===== config.mk =====
export PLATFORM = sky130hd
export DESIGN_NAME = key_debounce_multi
export DESIGN_NICKNAME = d
export VERILOG_FILES = /design/src/rtl/key_debounce_multi.sv
export SDC_FILE = /design/constraint.sdc
export NUM_CORES = 1
export LEC_CHECK = 0
export BUFFER_PORTS_ARGS = -buffer_cell sky130_fd_sc_hd__buf_4
export CAP_MARGIN = 30
export CORE_UTILIZATION = 58
export CTS_BUF_LIST = sky130_fd_sc_hd__clkbuf_8
export DETAILED_ROUTE_END_ITERATION = 7
export PLACE_DENSITY = 0.86
export SYNTH_ARGS = -nofsm -noshare
export SYNTH_HDL_FRONTEND = slang
export SYNTH_SLANG_ARGS = --single-unit

===== constraint.sdc =====
create_clock -name sys_clk -period 1.96 [get_ports sys_clk]
set_input_delay 0.392 -clock sys_clk [delete_from_list [all_inputs] [get_ports sys_clk]]
set_output_delay 0.392 -clock sys_clk [all_outputs]
set_load 0.01 [all_outputs]

===== src/rtl/key_debounce_multi.sv =====
// N-channel key conditioner: 2-FF sync, stable-count debounce, press/release/long strobes, toggle.
// Latency 2+DEBOUNCE_CYC cycles pin-to-strobe; no backpressure, strobes are single-cycle and unbuffered.
module key_debounce_multi #(
    parameter int   NUM_KEYS     = 4,
    parameter int   DEBOUNCE_CYC = 1000000,
    parameter int   LONG_CYC     = 50000000,
    parameter int   ACTIVE_LOW   = 1,
    parameter logic TOGGLE_INIT  = 1'b1
) (
    input  logic                sys_clk,
    input  logic                sys_rstn,
    input  logic [NUM_KEYS-1:0] key_in,
    output logic [NUM_KEYS-1:0] key_state,
    output logic [NUM_KEYS-1:0] press_pulse,
    output logic [NUM_KEYS-1:0] rel_pulse,
    output logic [NUM_KEYS-1:0] long_pulse,
    output logic [NUM_KEYS-1:0] toggle_out,
    output logic                any_press
);

    localparam int DW = (DEBOUNCE_CYC > 1) ? $clog2(DEBOUNCE_CYC) : 1;
    localparam int LW = $clog2(LONG_CYC + 1);

    localparam logic          REL_LVL = (ACTIVE_LOW != 0);
    localparam logic [DW-1:0] DMAX    = DW'(DEBOUNCE_CYC - 1);
    localparam logic [LW-1:0] LMAX    = LW'(LONG_CYC);
    localparam logic [LW-1:0] LPRE    = LW'(LONG_CYC - 1);

    logic [NUM_KEYS-1:0] s1_q, s1_d;
    logic [NUM_KEYS-1:0] s2_q, s2_d;
    logic [NUM_KEYS-1:0] p;
    logic [NUM_KEYS-1:0] state_q, state_d;
    logic [NUM_KEYS-1:0] press_q, press_d;
    logic [NUM_KEYS-1:0] rel_q, rel_d;
    logic [NUM_KEYS-1:0] long_q, long_d;
    logic [NUM_KEYS-1:0] toggle_q, toggle_d;
    logic                any_q, any_d;
    logic [DW-1:0]       dcnt_q [NUM_KEYS];
    logic [DW-1:0]       dcnt_d [NUM_KEYS];
    logic [LW-1:0]       lcnt_q [NUM_KEYS];
    logic [LW-1:0]       lcnt_d [NUM_KEYS];

    always_comb begin
        s1_d    = key_in;
        s2_d    = s1_q;
        p       = (ACTIVE_LOW != 0) ? ~s2_q : s2_q;
        state_d = state_q;
        press_d = '0;
        rel_d   = '0;
        long_d  = '0;
        for (int i = 0; i < NUM_KEYS; i++) begin
            dcnt_d[i] = dcnt_q[i];
            lcnt_d[i] = lcnt_q[i];

            // Any sample matching the accepted level restarts the stability count.
            if (p[i] == state_q[i]) begin
                dcnt_d[i] = '0;
            end else if (dcnt_q[i] == DMAX) begin
                dcnt_d[i]  = '0;
                state_d[i] = p[i];
                press_d[i] = p[i];
                rel_d[i]   = ~p[i];
            end else begin
                dcnt_d[i] = dcnt_q[i] + DW'(1);
            end

            // Long-press counter saturates so the strobe fires once per press.
            if (!state_q[i]) begin
                lcnt_d[i] = '0;
            end else if (lcnt_q[i] != LMAX) begin
                lcnt_d[i] = lcnt_q[i] + LW'(1);
            end
            long_d[i] = state_q[i] && (lcnt_q[i] == LPRE);
        end
        toggle_d = toggle_q ^ press_d;
        any_d    = |press_d;
    end

    always_ff @(posedge sys_clk or negedge sys_rstn) begin
        if (!sys_rstn) begin
            s1_q     <= {NUM_KEYS{REL_LVL}};
            s2_q     <= {NUM_KEYS{REL_LVL}};
            state_q  <= '0;
            press_q  <= '0;
            rel_q    <= '0;
            long_q   <= '0;
            toggle_q <= {NUM_KEYS{TOGGLE_INIT}};
            any_q    <= 1'b0;
            for (int i = 0; i < NUM_KEYS; i++) begin
                dcnt_q[i] <= '0;
                lcnt_q[i] <= '0;
            end
        end else begin
            s1_q     <= s1_d;
            s2_q     <= s2_d;
            state_q  <= state_d;
            press_q  <= press_d;
            rel_q    <= rel_d;
            long_q   <= long_d;
            toggle_q <= toggle_d;
            any_q    <= any_d;
            for (int i = 0; i < NUM_KEYS; i++) begin
                dcnt_q[i] <= dcnt_d[i];
                lcnt_q[i] <= lcnt_d[i];
            end
        end
    end

    assign key_state   = state_q;
    assign press_pulse = press_q;
    assign rel_pulse   = rel_q;
    assign long_pulse  = long_q;
    assign toggle_out  = toggle_q;
    assign any_press   = any_q;

endmodule

==> Word-level counts from Yosys, hierarchy flattened <==
Cells that the tools add are included.
{ "totals": {"regBits": 213, "output_inout_bits": 21, "word_cells": 98} }
{ "op_classes": {"add_sub_neg": 8, "eq_ne": 20, "muxes": 32, "bitwise": 10, "n_reduce_logical": 9} }
{ "op_table": {"columns": ["cell", "n"], "rows": [
  ["$mux W26", 8],
  ["$mux W20", 8],
  ["$add A26 B1 Y26 const B", 4],
  ["$eq A26 B26 Y1 const B", 4],
  ["$ne A26 B26 Y1 const B", 4],
  ["$add A20 B1 Y20 const B", 4],
  ["$eq A20 B20 Y1 const B", 4],
  ["$mux W1", 16],
  ["$ne A2 B1 Y1 const B", 4],
  ["$not A1 Y1", 8],
  ["$reduce_and A2 Y1", 4],
  ["$eq A1 B1 Y1", 4],
  ["$logic_and A1 B1 Y1", 4],
  ["$not A4 Y4", 1],
  ["$reduce_or A4 Y1", 1],
  ["$xor A4 B4 Y4", 1]
]} }

==> Depth between registers and ports, before layout <==
Gate-level depths: netlist of run 1.
{ "depth": {"depth_word": 4, "mapped_depth": 8, "depth_no_buf": 7} }

==> Worst setup path before layout of run 1 <==
Ideal clock, no wire load.
{ "synth_timing": {"kind": "register -> register", "from": "register dcnt_q[0] (netlist name)", "to": "register dcnt_q[11] (netlist name)", "t_arrival_ns": 1.742, "setup_slack_ns": 0.097, "stages_incl_launch_ff": 9, "synth_period_minus_slack_ns": 1.863, "cell_sequence": "dfrtp_1 > ha_1 > nand3_1 > nor2_1 > and4_1 > or2_2 > clkbuf_1 > buf_2 > nor2_1"} }
{ "synth_rtl": {"columns": ["element", "line", "source"], "rows": [
  ["start: declaration", "38", "logic [DW-1:0] dcnt_q [NUM_KEYS];"],
  ["start signal: indexed assignment", "103", "dcnt_q[i] <= dcnt_d[i];"]
]} }

==> Final worst setup path of run 1 <==
{ "layout_timing": {"from": "register lcnt_q[18] (netlist name)", "to": "register lcnt_q[1] (netlist name)"} }
{ "layout_via": {"elab_chain_cells": 2} }
{ "layout_lines": {"columns": ["element", "line", "source"], "rows": [
  ["start: declaration", "40", "logic [LW-1:0] lcnt_q [NUM_KEYS];"],
  ["start signal: indexed assignment", "104", "lcnt_q[i] <= lcnt_d[i];"],
  ["$ne A26 B26 Y1", "70", "end else if (lcnt_q[i] != LMAX) begin"],
  ["$ne A2 B1 Y1 (no source line)", null, null]
]} }
Every way passes these cells.
A chain may end at the register's enable or synchronous reset.

==> results of run 1 <==
[routing by layer]
metal  wire length, um  vias up  part of all wire, %  track usage, %
li1                  -     3661                    -               -
met1              8580     3609                   45            29.5
met2              9440      153                   49            37.0
met3               764       40                  4.0            3.97
met4               416        0                  2.2            8.59
met5                 0        -                    0               0
[power by group through the flow]
| stage | Clock (mW) | Sequential, mW | Combinational (mW) |
|---|---|---|---|
| final | 3.79 | 4.47 | 0.206 |
| after global routing | 4.11 | 4.47 | 0.238 |
| after CTS | 3.91 | 4.47 | 0.214 |
| after detailed placement | 0 | 4.54 | 0.205 |
| after global placement | 0 | 4.54 | 0.200 |
| after floorplan | 0 | 4.54 | 0.0572 |
[flip-flops by register name, indices dropped and copies added (netlist names)]
| name | cells |
|---|---|
| toggle_out | 4 |
| lcnt_q | 104 |
| rel_pulse | 4 |
| any_press | 1 |
| dcnt_q | 80 |
| key_state | 4 |
| press_pulse | 4 |
| s2_q | 4 |
| long_pulse | 4 |
| s1_q | 4 |
[worst reg2reg max path: cells and delay by family (launching register included)]
family          cells  cell delay, ns
buf+inv             1            0.21
compound gates      1            0.09
simple gates        4            1.08
flops               1            0.41
[placed cells by master, fill, tap and decap left out, types with 3 or more instances in the layout]
| cell type | netlist | final |
|---|---|---|
| dfrtp_1 | 201 | 201 |
| nor2_1 | 178 | 178 |
| xor2_1 | 90 | 90 |
| nand3_1 | 79 | 79 |
| xnor2_1 | 67 | 67 |
| nand2_1 | 65 | 64 |
| buf_4 | 1 | 64 |
| clkbuf_8 | 0 | 46 |
| nand4_1 | 45 | 45 |
| inv_1 | 28 | 43 |
| and3_1 | 26 | 26 |
| nor3_1 | 29 | 25 |
| and4_1 | 20 | 20 |
| a21oi_1 | 17 | 17 |
| nor4_1 | 16 | 16 |
| o21ai_0 | 14 | 14 |
| or3_1 | 14 | 13 |
| and2_1 | 13 | 13 |
| dfstp_2 | 12 | 12 |
| ha_1 | 12 | 11 |
| mux2i_1 | 8 | 8 |
| nor4b_1 | 7 | 7 |
| buf_12 | 0 | 7 |
| nor3_2 | 2 | 6 |
| or4_1 | 6 | 6 |
| nor3b_1 | 5 | 5 |
| dlygate4sd3_1 | 0 | 5 |
| nand4b_1 | 3 | 3 |
| nand3b_1 | 3 | 3 |
| o21a_1 | 3 | 3 |
| o31ai_1 | 3 | 3 |
| or3_2 | 3 | 3 |
[area by class of cell]
cell class,count,area (sq um)
Fill cell,1228,5100
Tap cell,220,275
Sequential cell,213,5350
Clock buffer,46,633
Multi-Input combinational cell,745,4580
Inverter,30,113
Timing Repair Buffer,77,686
Clock inverter,19,81.3
[worst paths after layout]
check / startpoint / endpoint / cells past startpoint
max in group asynchronous: sys_rstn / s2_q[3]$_DFF_PN1_ / 3
min reg2reg: s1_q[2]$_DFF_PN1_ / s2_q[2]$_DFF_PN1_ / 0
max reg2reg: lcnt_q[18]$_DFFE_PN0P_ / lcnt_q[1]$_DFFE_PN0P_ / 6
max: lcnt_q[18]$_DFFE_PN0P_ / lcnt_q[1]$_DFFE_PN0P_ / 6
min in group asynchronous: sys_rstn / dcnt_q[30]$_DFF_PN0_ / 2
min: s1_q[2]$_DFF_PN1_ / s2_q[2]$_DFF_PN1_ / 0
[logic make-up (layout without fill, tap and decap cells)]
kind of cell | count (synthesis) | count (layout) | share of synthesized area, %
AOI/OAI and AO/OA | 39 | 39 | 2.14
buffers and inverters | 53 | 172 | 2.06
xor gates and xnor gates | 157 | 157 | 13.6
adders and majority gates | 12 | 12 | 1.49
and+or+nand+nor | 529 | 529 | 27.0
muxes | 8 | 8 | 0.793
DFF | 213 | 213 | 52.9
[repair_timing]
action / 4_1_cts / 5_1_grt
endpoints found under the setup margin: 1 / 28
pin swaps: 1 / 6
resized for setup: 1 / 8
hold buffers: 5 / 0
hold endpoints to repair: 52 / 0
buffers inserted: 0 / 4
==> reports/metrics.yaml, run 1 <==
hold_ws_ns: 0.356
fin_util_pct: 69.7
grt_overflow_total: 0
p_leak_nw: 5.04
setup_violations: 0
rows: 47
drive_gt1_share_pct: 13.6
slew_viol_final: 0
slowest_stage: "or4_1"
hold_viol: 0
syn_inst: 1011
dp_cells: 1276
yosysTopAreaCell: "dfrtp_1"
grt_pass1_vias: 7264
synth-async-reset-ratio_pct: 100
tightestPinTransition_ns: 0.752
fin_nets: 1121
hp-class: "reg2reg"
dr.pass1.iters: 5
power.share.combinational_pct: 2.4
antenna_found_initial: 0
yosys-top-cells-area: "dfrtp_1, xor2_1, nor2_1"
core_sq_um: 16800
drc_errors: 0
cts_buffers: 36
vdd_drop_max_mv: 0.606
p_clk_share_pct: 44.8
drv_cap: 0
ys_types: 45
worstSetupStartpointType: "flip-flop"
p_total_mw: 8.46
clkSinkCount: 213
die_area_sq_um: 17900
placed_area_sq_um: 10900
crit_arrival_ns: 2.29
timing.final.crit_share_pct: 97.1
fp.dieW_um: 134
place_congestion: 0.869
fin_skew_ns: 0.0170
cts.reportedPaths.clkPinSlew_ns: 0.06
cpPeakStageDelay_ns: 0.58
ys_ff_latch: 213
path_class: "reg2reg"
status: "finished, final reports clean"
synth_seq_area_share_pct: 52.9
ioPinCount: 27
crit_buf_inv: 1
syn_avg_cell_area_sq_um: 9.99
r2r_slack_ns: 0.06
grt_pass1_wl_um: 33200
grt_max_degree: 62
seqPwrFrac_pct: 52.8
drt_iter0_markers: 430
portBuffers: 26
instances_no_fill: 1350
synth_flop_cell: "dfrtp_1"
area_delta_synth_final_pct: 16.0
place_hpwl_um: 13000
relSlewSlack_pct: 49.8
yosys-top-cells-count: "dfrtp_1, nor2_1, xor2_1, nand3_1, xnor2_1"
viasPerCell: 5.53
fmax_mhz: 525
synth_top_area_share_pct: 49.8
vias: 7463
crit_family: "simple AND/OR/NAND/NOR gates"
crit_fanout: 5
syn_nets: 1029
num_antenna_cells: 0
period_minus_slack_ns: 1.90
clockBufferDepth: 3
clk_latency_ns: 0.52
cts_tree: "yes"
setup_ws_ns: 0.0562
cp.required_ns: 2.35
path_cells: "or4_1, nor3_2, nand4_1, buf_4, nand3_1, o21ai_0"
power_density_nw_per_um2: 722
post-place-ws_ns: -0.0205
power_switching_mw: 1.85
cts_root_buf: "clkbuf_8"
die-height_um: 134
setup_tns_ns: 0
h-tree-depth: 2
wl_per_cell_um: 14.2
grt_usage_pct: 22.4
synth_edf_count: 0
critPathCaptureType: "flip-flop"
wirelength_um: 19200
syn-cell-area_sq_um: 10100
fin_area_sq_um: 11700
switching_share_pct: 21.9
drt.antenna.violating_nets: 0
yosysMostFrequentCell: "dfrtp_1"
initial_core_util_pct: 60.0
p_int_mw: 6.61
yosysWarnings: 0
Power figures use the tool's default switching activity.
==> run 2, diff against run 1 <==
--- a/config.mk
+++ b/config.mk
@@ -7,10 +7,10 @@
 export LEC_CHECK = 0
 export BUFFER_PORTS_ARGS = -buffer_cell sky130_fd_sc_hd__buf_4
 export CAP_MARGIN = 30
-export CORE_UTILIZATION = 58
+export CORE_UTILIZATION = 70
 export CTS_BUF_LIST = sky130_fd_sc_hd__clkbuf_8
 export DETAILED_ROUTE_END_ITERATION = 7
-export PLACE_DENSITY = 0.86
+export PLACE_DENSITY = 0.95
 export SYNTH_ARGS = -nofsm -noshare
 export SYNTH_HDL_FRONTEND = slang
 export SYNTH_SLANG_ARGS = --single-unit
==> constraint.sdc (replaced) <==
create_clock -name sys_clk -period 2.4 [get_ports sys_clk]
set_input_delay 0.48 -clock sys_clk [delete_from_list [all_inputs] [get_ports sys_clk]]
set_output_delay 0.48 -clock sys_clk [all_outputs]
set_load 0.02 [all_outputs]
==> reports/metrics.yaml, run 2 (same netlist as run 1, synthesis figures left out) <==
drc_errors: 0  # unchanged
hold_viol: 0  # unchanged
die_area_sq_um: 14900  # -17%
drive_gt1_share_pct: 10.6  # -3.0 points
worstSetupStartpointType: "flip-flop"
slowest_stage: "nor3_2"
p_leak_nw: 4.86  # -3.6%
cts_root_buf: "clkbuf_8"
rows: 43  # -8.5%
grt_usage_pct: 30.8  # +8.4 points
ioPinCount: 27  # unchanged
place_hpwl_um: 13300  # +2.3%
crit_fanout: 9  # +4
multi_input_area_sq_um: 4540  # -0.85%
reg2reg_depth: 5  # -1
initial_core_util_pct: 72.2  # +12 points
path_cells: "nor4bb_1, nand4b_1, nor3_2, o21ai_0, a21oi_1"
wirelength_um: 21600  # +12%
grt_overflow_total: 0  # unchanged
cts.reportedPaths.clkPinSlew_ns: 0.06  # about the same
fin_area_sq_um: 11400  # -3.1%
rsz0062_at_grt: "false"
wl_per_cell_um: 17.0  # +19%
core_sq_um: 14000  # -17%
clockBufferDepth: 3  # unchanged
grt_pass1_wl_um: 36300  # +9.4%
drt.antenna.violating_nets: 0  # unchanged
fmax_mhz: 464  # -12%
crit_arrival_ns: 2.57  # +0.28 ns
tightestPinTransition_ns: 0.785  # +0.0337 ns
timing.final.crit_share_pct: 89.7  # -7.4 points
hp-class: "in2reg"
clk_latency_ns: 0.52  # about the same
fp.dieW_um: 122  # -8.8%
grt_max_degree: 83  # +34%
crit_family: "simple AND/OR/NAND/NOR gates"
cts_resized: 0  # -1
power_density_nw_per_um2: 642  # -11%
h-tree-depth: 2  # unchanged
num_antenna_cells: 0  # unchanged
place_congestion: 0.881  # +1.4%
hold_buffers: 1  # -4
fin_nets: 1084  # -3.3%
slew_viol_final: 0  # unchanged
top_register: "lcnt_q"
period_minus_slack_ns: 2.15  # +0.250 ns
fin_util_pct: 81.2  # +12 points
cp.required_ns: 2.82  # +0.47 ns
area_delta_synth_final_pct: 12.5
cts_setup_buffers: 0  # unchanged
drv_cap: 0  # unchanged
drt_iter0_markers: 610  # +42%
crit_cells: 5  # -1
vdd_drop_max_mv: 0.623  # +2.7%
fillers: 777  # -37%
path_class: "reg2reg"
whs_path_depth: 1  # +1
die-height_um: 122  # -8.8%
final_common_cell: "dfrtp_1"
cts_buffers: 36  # unchanged
setup_violations: 0  # unchanged
dr.pass1.iters: 6  # +1
cpPeakStageDelay_ns: 0.62  # +0.04 ns
largest_reg_flops: 104  # unchanged
critPathCaptureType: "flip-flop"
relSlewSlack_pct: 47.6  # -2.2 points
vias: 7802  # +4.5%
setup_tns_ns: 0  # unchanged
grt_pass1_vias: 7764  # +6.9%
portBuffers: 26  # unchanged
crit_buf_inv: 0  # -1
clkSinkCount: 213  # unchanged
regArea_sq_um: 5350  # unchanged
fin_skew_ns: 0.0216  # +0.00459 ns
status: "finished, final reports clean"
cts_tree: "yes"
placed_area_sq_um: 10600  # -3.0%
antenna_found_initial: 0  # unchanged
final_cell_mix: "dfrtp_1, nor2_1, xor2_1, nand3_1, xnor2_1"
reg_top3: "lcnt_q (104), dcnt_q (80)"
viasPerCell: 6.13  # +11%
[run 2: changes by cell type in the layout (fill, tap and decap cells not counted), sizes merged, moves of 2 or more]
| cell | change |
|---|---|
| clkinvlp | -2 |
| dlygate4sd3 | -4 |
| bufinv | +3 |
| clkbuf | +2 |
| buf | -34 |
| inv | -4 |
[run 2: stage by stage]
stage	std cells	setup WS (ns)	hold WS [ns]	total power, mW
6_report	1272	0.246	0.0685	7.29
5_1_grt	1272	0.0970	0.0450	7.55
4_1_cts	1272	0.314	0.0446	7.36
3_5_place_dp	1207	0.342	0.347	3.85
3_3_place_gp	1207	0.464	0.346	3.85
2_1_floorplan	1011	0.537	0.184	3.75
[run 2: metal layers]
layer	global-route usage (%)	vias up	wire length, um
li1	-	3575	-
met1	38.7	3790	8840
met2	50.5	347	10700
met3	5.99	90	1190
met4	16.6	0	905
met5	0	-	0
[run 2: final cells by class]
class	instances	share of cell area, %
timing repair buffer	40	2.94
tap	180	1.98
multi-input combinational	745	40.0
clock buffer	47	5.70
sequential	213	47.1
clock inverter	17	1.29
inverter	30	0.992
[run 2: final timing paths]
| kind | start | endpoint | slack, ns |
|---|---|---|---|
| setup / recovery | lcnt_q[94]$_DFFE_PN0P_ | lcnt_q[88]$_DFFE_PN0P_ | 0.25 |
| hold / removal | key_in[1] | s1_q[1]$_DFF_PN1_ | 0.07 |
| setup reg to reg | lcnt_q[94]$_DFFE_PN0P_ | lcnt_q[88]$_DFFE_PN0P_ | 0.25 |
| hold reg to reg | s1_q[3]$_DFF_PN1_ | s2_q[3]$_DFF_PN1_ | 0.34 |
| max in group asynchronous | sys_rstn | s1_q[0]$_DFF_PN1_ | 1.23 |
| min in group asynchronous | sys_rstn | dcnt_q[32]$_DFF_PN0_ | 0.41 |
[run 2: worst register-to-register path, cell delays in order, from the launching register on]
cell and delay [ns]:
dfrtp_1 0.44, nor4bb_1 0.36, nand4b_1 0.22, nor3_2 0.62, o21ai_0 0.23, a21oi_1 0.19
[run 2: power breakdown]
part | leakage (nW) | total, mW | switching (mW) | internal (mW)
Combinational | 1.48 | 0.142 | 0.105 | 0.0365
Sequential | 2.92 | 3.65 | 0.0280 | 3.62
Clock | 0.451 | 3.50 | 1.43 | 2.07
Total | 4.86 | 7.29 | 1.56 | 5.73
==> run 3, diff against run 2 <==
--- a/config.mk
+++ b/config.mk
@@ -11,6 +11,7 @@
 export CTS_BUF_LIST = sky130_fd_sc_hd__clkbuf_8
 export DETAILED_ROUTE_END_ITERATION = 7
 export PLACE_DENSITY = 0.95
+export RECOVER_POWER = 50
 export SYNTH_ARGS = -nofsm -noshare
 export SYNTH_HDL_FRONTEND = slang
 export SYNTH_SLANG_ARGS = --single-unit
==> reports/metrics.yaml, run 3 (same netlist as run 1, synthesis figures left out) <==
rows: 43  # unchanged
drive_gt1_share_pct: 10.4  # -0.18 points
grt_pass1_vias: 7764  # unchanged
num_antenna_cells: 0  # unchanged
dr.pass1.iters: 5  # -1
crit_fanout: 9  # unchanged
place_congestion: 0.881  # unchanged
p_total_mw: 7.29  # about the same
cts_tree: "yes"
vdd_drop_max_mv: 0.624  # +0.17%
largest_reg_flops: 104  # unchanged
hold_viol: 0  # unchanged
clk_latency_ns: 0.52  # about the same
slew_viol_final: 0  # unchanged
grt_pass1_wl_um: 36300  # unchanged
hold_ws_ns: 0.0744  # +0.00589 ns
status: "finished, final reports clean"
fin_skew_ns: 0.0196  # -0.00201 ns
critPathCaptureType: "flip-flop"
path_class: "reg2reg"
h-tree-depth: 2  # unchanged
wl_met1_um: 8870  # +0.28%
hp-class: "in2reg"
cts.reportedPaths.clkPinSlew_ns: 0.06  # about the same
area_delta_synth_final_pct: 12.1
reg_top3: "lcnt_q (104), dcnt_q (80)"
drt.antenna.violating_nets: 0  # unchanged
drt_iter0_markers: 606  # -0.66%
path_cells: "inv_1, ha_1, nor4b_1, nand2_1, nor3_2, o21ai_0, a21oi_1"
worstSetupStartpointType: "flip-flop"
die-height_um: 122  # unchanged
vias: 7765  # -0.47%
final_cell_mix: "dfrtp_1, nor2_1, xor2_1, nand3_1, xnor2_1"
wl_met3_um: 1150  # -3.4%
wirelength_um: 21500  # -0.35%
clkSinkCount: 213  # unchanged
slowest_stage: "nor3_2"
core_sq_um: 14000  # unchanged
power_density_nw_per_um2: 644  # +0.32%
route.met2.wl_um: 10600  # -0.46%
fmax_mhz: 468  # +0.90%
relSlewSlack_pct: 25.5  # -22 points
cts_buffers: 36  # unchanged
fp.dieW_um: 122  # unchanged
timing.final.crit_share_pct: 88.9  # -0.80 points
period_minus_slack_ns: 2.13  # -0.0191 ns
setup_tns_ns: 0  # unchanged
placed_area_sq_um: 10600  # unchanged
fin_nets: 1084  # unchanged
routed.top_layer: "met4"
clockBufferDepth: 3  # unchanged
rsz0062_at_grt: "false"
fin_util_pct: 80.9  # -0.25 points
drv_cap: 0  # unchanged
grt_overflow_total: 0  # unchanged
portBuffers: 26  # unchanged
wl_per_cell_um: 16.9  # -0.35%
die_area_sq_um: 14900  # unchanged
cp.required_ns: 2.82  # about the same
place_hpwl_um: 13300  # unchanged
final_common_cell: "dfrtp_1"
cts_root_buf: "clkbuf_8"
cpPeakStageDelay_ns: 0.52  # -0.10 ns
cts_setup_buffers: 0  # unchanged
setup_violations: 0  # unchanged
p_leak_nw: 4.84  # -0.35%
ioPinCount: 27  # unchanged
crit_arrival_ns: 2.55  # -0.02 ns
tightestPinTransition_ns: 1.12  # +0.332 ns
drc_errors: 0  # unchanged
top_register: "lcnt_q"
fin_area_sq_um: 11300  # -0.31%
grt_usage_pct: 30.8  # unchanged
grt_max_degree: 83  # unchanged
antenna_found_initial: 0  # unchanged
viasPerCell: 6.10  # -0.47%
initial_core_util_pct: 72.2  # unchanged
==> run 3: changes by cell type in the layout (fill, tap and decap cells not counted), sizes merged <==
cell	change
buf	-9
clkbuf	+9
==> run 3: where the power goes <==
| group | total, mW | internal, mW | switching [mW] |
|---|---|---|---|
| clock network | 3.51 | 2.07 | 1.44 |
| logic | 0.135 | 0.0306 | 0.104 |
| registers | 3.65 | 3.62 | 0.0278 |
==> run 3: path summary, 6_finish.rpt <==
| check | slack (ns) | from | cells after the start | end |
|---|---|---|---|---|
| min | 0.07 | key_in[2] | 1 | s1_q[2]$_DFF_PN1_ |
| min reg2reg | 0.35 | s1_q[3]$_DFF_PN1_ | 0 | s2_q[3]$_DFF_PN1_ |
| min in group asynchronous | 0.40 | sys_rstn | 2 | dcnt_q[32]$_DFF_PN0_ |
| max in group asynchronous | 0.63 | sys_rstn | 3 | lcnt_q[10]$_DFFE_PN0P_ |
| max reg2reg | 0.27 | lcnt_q[78]$_DFFE_PN0P_ | 7 | lcnt_q[88]$_DFFE_PN0P_ |
| max | 0.27 | lcnt_q[78]$_DFFE_PN0P_ | 7 | lcnt_q[88]$_DFFE_PN0P_ |
==> run 3: layer usage <==
metal | vias up | track usage (%)
li1 | 3579 | -
met5 | - | 0
met1 | 3774 | 38.7
met4 | 0 | 16.6
met3 | 88 | 5.99
met2 | 324 | 50.5
==> run 3: layout make-up <==
cell class,count,area [sq um]
flip-flops and latches,213,5350
multi-input cells,745,4540
fillers,782,2670
clock buffers,47,647
repair buffers,40,299
well taps,180,225
clock inverters,17,146
inverters,30,113
==> run 3: metrics by stage <==
stage,std cells,setup slack [ns]
6_report,1272,0.265
5_1_grt,1272,0.0970
4_1_cts,1272,0.314
3_5_place_dp,1207,0.342
3_3_place_gp,1207,0.464
2_1_floorplan,1011,0.537
==> run 3: what timing repair did <==
action / 4_1_cts / 5_1_grt
hold buffers: 1 / 0
gates resized for setup: 0 / 0
endpoints found under the hold margin: 23 / 0
==> run 3: worst max-delay path, delay by kind of cell, from the launching register on <==
family	cells	cell delay, ns
compound gates	2	0.43
fa+ha+maj	1	0.15
buf+inv	1	0.12
flops	1	0.43
simple gates	3	0.91
